$ cat config.mk
export PLATFORM = sky130hd
export DESIGN_NAME = pc_sequencer
export DESIGN_NICKNAME = d
export VERILOG_FILES = /design/src/rtl/pc_sequencer.sv
export SDC_FILE = /design/constraint.sdc
export NUM_CORES = 1
export LEC_CHECK = 0
export BUFFER_PORTS_ARGS = -buffer_cell sky130_fd_sc_hd__buf_4
export CAP_MARGIN = 5
export CORE_AREA = 2 2 157 159
export CTS_CLUSTER_SIZE = 30
export DETAILED_ROUTE_END_ITERATION = 10
export DIE_AREA = 0 0 159 161
export PLACE_DENSITY = 0.89
export SLEW_MARGIN = 25
export SYNTH_ARGS = -nofsm -noshare
export SYNTH_HDL_FRONTEND = slang
export SYNTH_SLANG_ARGS = --single-unit
$ cat constraint.sdc
create_clock -name clk -period 9.3 [get_ports clk]
set_clock_uncertainty 0.15 [all_clocks]
set_input_delay 0.465 -clock clk [delete_from_list [all_inputs] [get_ports clk]]
set_output_delay 0.465 -clock clk [all_outputs]
set_load 0.005 [all_outputs]
$ cat src/rtl/pc_sequencer.sv
// pc_sequencer: multi-cycle fetch / next-PC controller.
// The controller issues a fetch, then holds the instruction while execute runs.
// It then resolves the branch and commits the next PC. It also counts retired
// instructions, and it stops on ebreak or on a committed target with bit 1 set.
//
// Ports
//   clk, rst                      clock, synchronous active-high reset
//   ifu_req_valid/ready/addr      fetch request handshake; addr always equals pc
//   ifu_resp_valid/inst           single-cycle fetch response
//   inst_valid, inst, pc          held instruction and current PC for decode/execute
//   exe_done                      execute finished; branch/zero/less/imm/rs1/halt_req valid
//   branch, zero, less, imm, rs1  branch resolution inputs (3-bit branch encoding)
//   halt_req                      ebreak seen, sampled with exe_done
//   halted, trap_misalign         core stopped / sticky misaligned-target flag
//   retire_cnt                    retired instruction count (wraps)
module pc_sequencer #(
  parameter int              XLEN     = 64,
  parameter logic [XLEN-1:0] RESET_PC = 64'h8000_0000
) (
  input  logic            clk,
  input  logic            rst,
  output logic            ifu_req_valid,
  input  logic            ifu_req_ready,
  output logic [XLEN-1:0] ifu_req_addr,
  input  logic            ifu_resp_valid,
  input  logic [31:0]     ifu_resp_inst,
  output logic            inst_valid,
  output logic [31:0]     inst,
  output logic [XLEN-1:0] pc,
  input  logic            exe_done,
  input  logic [2:0]      branch,
  input  logic            zero,
  input  logic            less,
  input  logic [XLEN-1:0] imm,
  input  logic [XLEN-1:0] rs1,
  input  logic            halt_req,
  output logic            halted,
  output logic            trap_misalign,
  output logic [63:0]     retire_cnt
);

  typedef enum logic [1:0] {
    FETCH_REQ  = 2'd0,
    FETCH_WAIT = 2'd1,
    EXEC       = 2'd2,
    HALT       = 2'd3
  } state_t;

  localparam logic [2:0] BR_JAL  = 3'b001;
  localparam logic [2:0] BR_JALR = 3'b010;
  localparam logic [2:0] BR_BEQ  = 3'b100;
  localparam logic [2:0] BR_BNE  = 3'b101;
  localparam logic [2:0] BR_BLT  = 3'b110;
  localparam logic [2:0] BR_BGE  = 3'b111;

  state_t            state, state_nxt;
  logic [XLEN-1:0]   pc_nxt;
  logic [31:0]       inst_nxt;
  logic              inst_valid_nxt;
  logic              halted_nxt;
  logic              trap_nxt;
  logic [63:0]       retire_nxt;
  logic              taken;
  logic [XLEN-1:0]   target;

  // Unused/reserved encodings (000, 011) resolve as not taken.
  function automatic logic branch_taken(input logic [2:0] br, input logic z, input logic lt);
    logic t;
    case (br)
      BR_JAL, BR_JALR: t = 1'b1;
      BR_BEQ:          t = z;
      BR_BNE:          t = ~z;
      BR_BLT:          t = lt;
      BR_BGE:          t = ~lt;
      default:         t = 1'b0;
    endcase
    return t;
  endfunction

  // jalr is relative to rs1 and drops bit 0 of the sum. The sum wraps modulo 2^XLEN.
  function automatic logic [XLEN-1:0] next_target(input logic [2:0] br, input logic tk,
                                                  input logic [XLEN-1:0] cur_pc,
                                                  input logic [XLEN-1:0] base_rs1,
                                                  input logic [XLEN-1:0] offs);
    logic [XLEN-1:0] base;
    logic [XLEN-1:0] off;
    logic [XLEN-1:0] sum;
    base = (br == BR_JALR) ? base_rs1 : cur_pc;
    off  = tk ? offs : XLEN'(4);
    sum  = base + off;
    if (br == BR_JALR) sum[0] = 1'b0;
    return sum;
  endfunction

  assign taken  = branch_taken(branch, zero, less);
  assign target = next_target(branch, taken, pc, rs1, imm);

  // The request is masked during the reset cycle, whatever state was left behind.
  assign ifu_req_valid = (state == FETCH_REQ) && !rst;
  assign ifu_req_addr  = pc;

  always_ff @(posedge clk) begin
    if (rst) begin
      state         <= FETCH_REQ;
      pc            <= RESET_PC;
      inst          <= '0;
      inst_valid    <= 1'b0;
      halted        <= 1'b0;
      trap_misalign <= 1'b0;
      retire_cnt    <= '0;
    end else begin
      state         <= state_nxt;
      pc            <= pc_nxt;
      inst          <= inst_nxt;
      inst_valid    <= inst_valid_nxt;
      halted        <= halted_nxt;
      trap_misalign <= trap_nxt;
      retire_cnt    <= retire_nxt;
    end
  end

  always_comb begin
    state_nxt      = state;
    pc_nxt         = pc;
    inst_nxt       = inst;
    inst_valid_nxt = inst_valid;
    halted_nxt     = halted;
    trap_nxt       = trap_misalign;
    retire_nxt     = retire_cnt;
    case (state)
      FETCH_REQ: begin
        // A response arriving here is stale and is ignored.
        if (ifu_req_ready) state_nxt = FETCH_WAIT;
      end
      FETCH_WAIT: begin
        if (ifu_resp_valid) begin
          inst_nxt       = ifu_resp_inst;
          inst_valid_nxt = 1'b1;
          state_nxt      = EXEC;
        end
      end
      EXEC: begin
        if (exe_done) begin
          inst_valid_nxt = 1'b0;
          if (halt_req) begin
            // ebreak retires but does not advance the PC, and it overrides any branch.
            retire_nxt = retire_cnt + 64'd1;
            halted_nxt = 1'b1;
            state_nxt  = HALT;
          end else if (taken && target[1]) begin
            // The faulting instruction does not retire, and the PC keeps pointing at it.
            trap_nxt   = 1'b1;
            halted_nxt = 1'b1;
            state_nxt  = HALT;
          end else begin
            pc_nxt     = target;
            retire_nxt = retire_cnt + 64'd1;
            state_nxt  = FETCH_REQ;
          end
        end
      end
      HALT: begin
        inst_valid_nxt = 1'b0;
        halted_nxt     = 1'b1;
      end
      default: state_nxt = FETCH_REQ;
    endcase
  end

endmodule

==> summary.md <==
STA
• **headroom to the max-slew limit** 0.337
• **setup TNS** 0 ps
• **worst slew pin tran** 995 ps
• **final number of hold-violating endpoints** 0
• **Min Clock Period, post-route** 4850 ps
• **highest clock rate** 206 MHz
• **unrepaired setup endpoints after global routing** false
• **final period utilization** 0.522
• **Setup Viol. Count Final** 0
• **number of pins exceeding their max-slew limit in the final report** 0

Floorplan
• **Placement Rows** 57
• **die footprint** 25600 sq um
• **Starting Density** 0.487
• **I/O pin total** 399
• **Placeable Area** 24000 sq um
• **x dimension of the die** 159 um
• **Chip Height** 161 um

Power
• **sequential group share of total power** 0.399
• **worst vdd rail ir drop** 0.109 mV
• **pwr dens** 123 nW/um^2
• **LEAKAGE** 6.81 nW
• **switching share of power** 0.318
• **portion of total power attributed to combinational logic** 0.206
• **sw power** 0.588 mW
• **Clk pwr share** 0.395
• **Int Pwr** 1.26 mW

Synth
• **flip-flop and latch count after synthesis** 165
• **Cell Area, Synth** 11700 sq um
• **library cell occupying the most area in the post-synthesis netlist** dfxtp_1
• **cell with the most instances after synthesis** nand2_1
• **gate count of the mapped netlist** 1522
• **number of synthesized flops with an enable pin** 0
• **most frequently used flop master after synthesis** dfxtp_1
• **post-synthesis sequential area ratio** 0.283
• **proportion of synthesized flip-flops having asynchronous set or reset** 0
• **area share of the largest cell type after synthesis** 0.283
• **Synth cell types** 71
• **syn_area_per_cell** 7.66 sq um
• **biggest area contributors in the synthesized netlist** dfxtp_1 28%, nand2_1 7.5%, ha_1 7.4%
• **number of warning messages in the yosys log** 0
• **total nets after synthesis** 1763
• **commonest cells in the netlist** 234 x nand2_1, 165 x a21oi_1, 165 x dfxtp_1

Route
• **number of vias per cell after detailed routing** 5.62
• **total length of routed wires** 38600 um
• **DRC violation total after the first TritonRoute iteration** 858
• **routed wl met2** 19700 um
• **met1 layer wirelength in the final routing** 15700 um
• **total DRC errors in the routed layout** 0
• **number of vias in the routed layout** 12058
• **number of nets with antenna violations after routing** 0
• **max layer used** met4
• **drt first pass iters** 5
• **routed length on met3** 2310 um
• **post-DR wirelength/cell** 18.0 um

Global routing
• **initial antenna violation count** 1
• **GRT Total Usage** 0.290
• **via count of the first global-routing pass** 11690
• **wire length of the first global-routing pass** 60400 um
• **residual overflow from global routing** 0
• **largest net degree at the start of global routing** 101

CTS
• **clock edge transition at the registers on the reported setup and hold paths** 80 ps
• **number of gates resized after CTS** 0
• **clock tree from TritonCTS** yes
• **count of H-tree levels built during CTS** 4
• **quantity of hold-fixing buffers added after cts** 0
• **clock net sink count** 165
• **Setup Buffers After CTS** 0
• **Clk Tree Root Cell** clkbuf_16
• **Inserted Clock Buffers** 17
• **later-pin clock latency in the skew report** 440 ps
• **maximum buffer depth of the clock tree** 2

Critical path
• **reg2reg start** ifu_req_addr[0]
• **depth of the worst register-to-register path** 15
• **CP max-delay cell** buf_4
• **data required time at the worst endpoint** 9470 ps
• **largest incremental delay on the critical path** 740 ps
• **critical path data arrival time** 5020 ps
• **startpoint kind of the worst setup timing path** input pin
• **register-to-register setup slack** 5350 ps
• **largest fanout on the critical path** 65
• **Stages on worst setup path** 18
• **Crit path max-delay family** compound AO/OA/AOI/OAI gates
• **Critical Path, Cell by Cell** buf_4, nor3b_2, buf_4, mux2_2, ha_1, inv_1, fa_1, nand2b_1, a21oi_1, o31ai_1, nand2_1, a21o_1, a31o_2, o31ai_1, o21ai_1, a211oi_1, mux2i_1, a31o_2
• **crit path buf inv count** 3
• **Critical R2R Capture** ifu_req_addr[62]
• **crit end category** register
• **critical path start-end classification** in2reg

Place
• **placer congestion estimate** 0.936
• **placed instance area** 14400 sq um
• **placed wire-length estimate after detailed placement** 29300 um
• **PortBufs** 398
• **Placed Cells** 2111

Final layout
• **fraction of final layout cells sized beyond drive strength 1** 0.287
• **number of nets in the final layout** 2047
• **area growth from synthesis to final layout** 28.3%
• **post-route cell area** 15000 sq um
• **Finished Layout Cells** 2144
• **number of fill cells** 2090

Outcome
• **result of the run** finished, final reports clean

Hold path
• **worst min-delay path endpoint** inst[8]
• **Hold Startpoint** ifu_resp_inst[8]
• **min-delay worst type** in2reg
• **number of cells traversed by the worst hold path** 3

Run
• **max-cap viol count** 0

==> tightest hold or removal path: stages <==
cell     delay [ps]
buf_4           110
nand2_1          40
a21oi_1          50
==> area by class of cell <==
type | count | area, sq um | area share
multi-input combinational | 1180 | 7480 | 0.500
sequential | 165 | 3300 | 0.221
timing repair buffer | 403 | 3030 | 0.202
clock buffer | 17 | 425 | 0.0284
tap | 324 | 405 | 0.0271
clock inverter | 15 | 173 | 0.0115
inverter | 39 | 146 | 0.00979
antenna | 1 | 2.50 | 0.000167
==> power by group through the flow <==
stage                     registers [mW]  logic [mW]  clock network (mW)
after floorplan                    0.752       0.230                   0
after global placement             0.752       0.371                   0
after detailed placement           0.753       0.374                   0
after CTS                          0.737       0.378               0.739
after global routing               0.739       0.415               0.764
final                              0.737       0.381               0.730
==> layer usage <==
layer	vias up	track usage
met5	-	0
met4	0	0.0917
met3	67	0.0390
met2	511	0.540
met1	5712	0.345
li1	5768	-
==> state kept, by name (all words and copies together), names as in the netlist <==
register / count
inst_valid: 1
state: 2
ifu_req_addr: 64
retire_cnt: 64
inst: 32
trap_misalign: 1
halted: 1
==> stage by stage <==
stage	utilization	hold slack, ps	worst slack [ps]	power [mW]
6_report	0.624	127	4450	1.85
2_1_floorplan	-	303	4760	0.982
3_5_place_dp	0.599	300	4090	1.13
3_3_place_gp	0.599	293	4140	1.12
4_1_cts	0.624	114	4540	1.85
5_1_grt	0.624	116	4180	1.92
==> placed cells by master, fill, tap and decap left out, types with 4 or more instances in the layout <==
master,instances
buf_4,403
nand2_1,233
a21oi_1,165
dfxtp_1,165
nor2_1,133
and2_1,69
ha_1,69
mux2_2,63
xor2_1,59
o21ai_0,50
xnor2_1,48
nand3_1,46
inv_1,39
a21o_1,29
nand4_1,26
nor3_1,19
and3_1,19
clkbuf_16,17
o21bai_1,15
or3_1,12
nand2b_1,11
a31oi_1,8
o211ai_1,8
o21a_1,7
a211oi_1,7
and4_1,6
inv_8,5
nor4_1,4
o31ai_1,4
a221oi_1,4
==> worst max-delay path by stage <==
stage,to,slack [ps],startpoint
after floorplan,ifu_req_addr[56],4760,branch[0]
after CTS,ifu_req_addr[62],4540,branch[0]
final,ifu_req_addr[62],4450,branch[0]
after detailed placement,ifu_req_addr[63],4090,branch[0]
after global routing,ifu_req_addr[63],4180,branch[0]
after global placement,ifu_req_addr[63],4140,branch[0]
==> logic make-up after synthesis <==
| logic type | count (synthesis) | share of synthesized area |
|---|---|---|
| xor gates and xnor gates | 108 | 0.0811 |
| and+or+nand+nor | 605 | 0.247 |
| muxes | 66 | 0.0634 |
| DFF | 165 | 0.283 |
| AOI/OAI and AO/OA | 331 | 0.171 |
| adders and majority gates | 70 | 0.0757 |
| buffers and inverters | 177 | 0.0785 |
No activity file was read; power rests on OpenSTA's default activity.
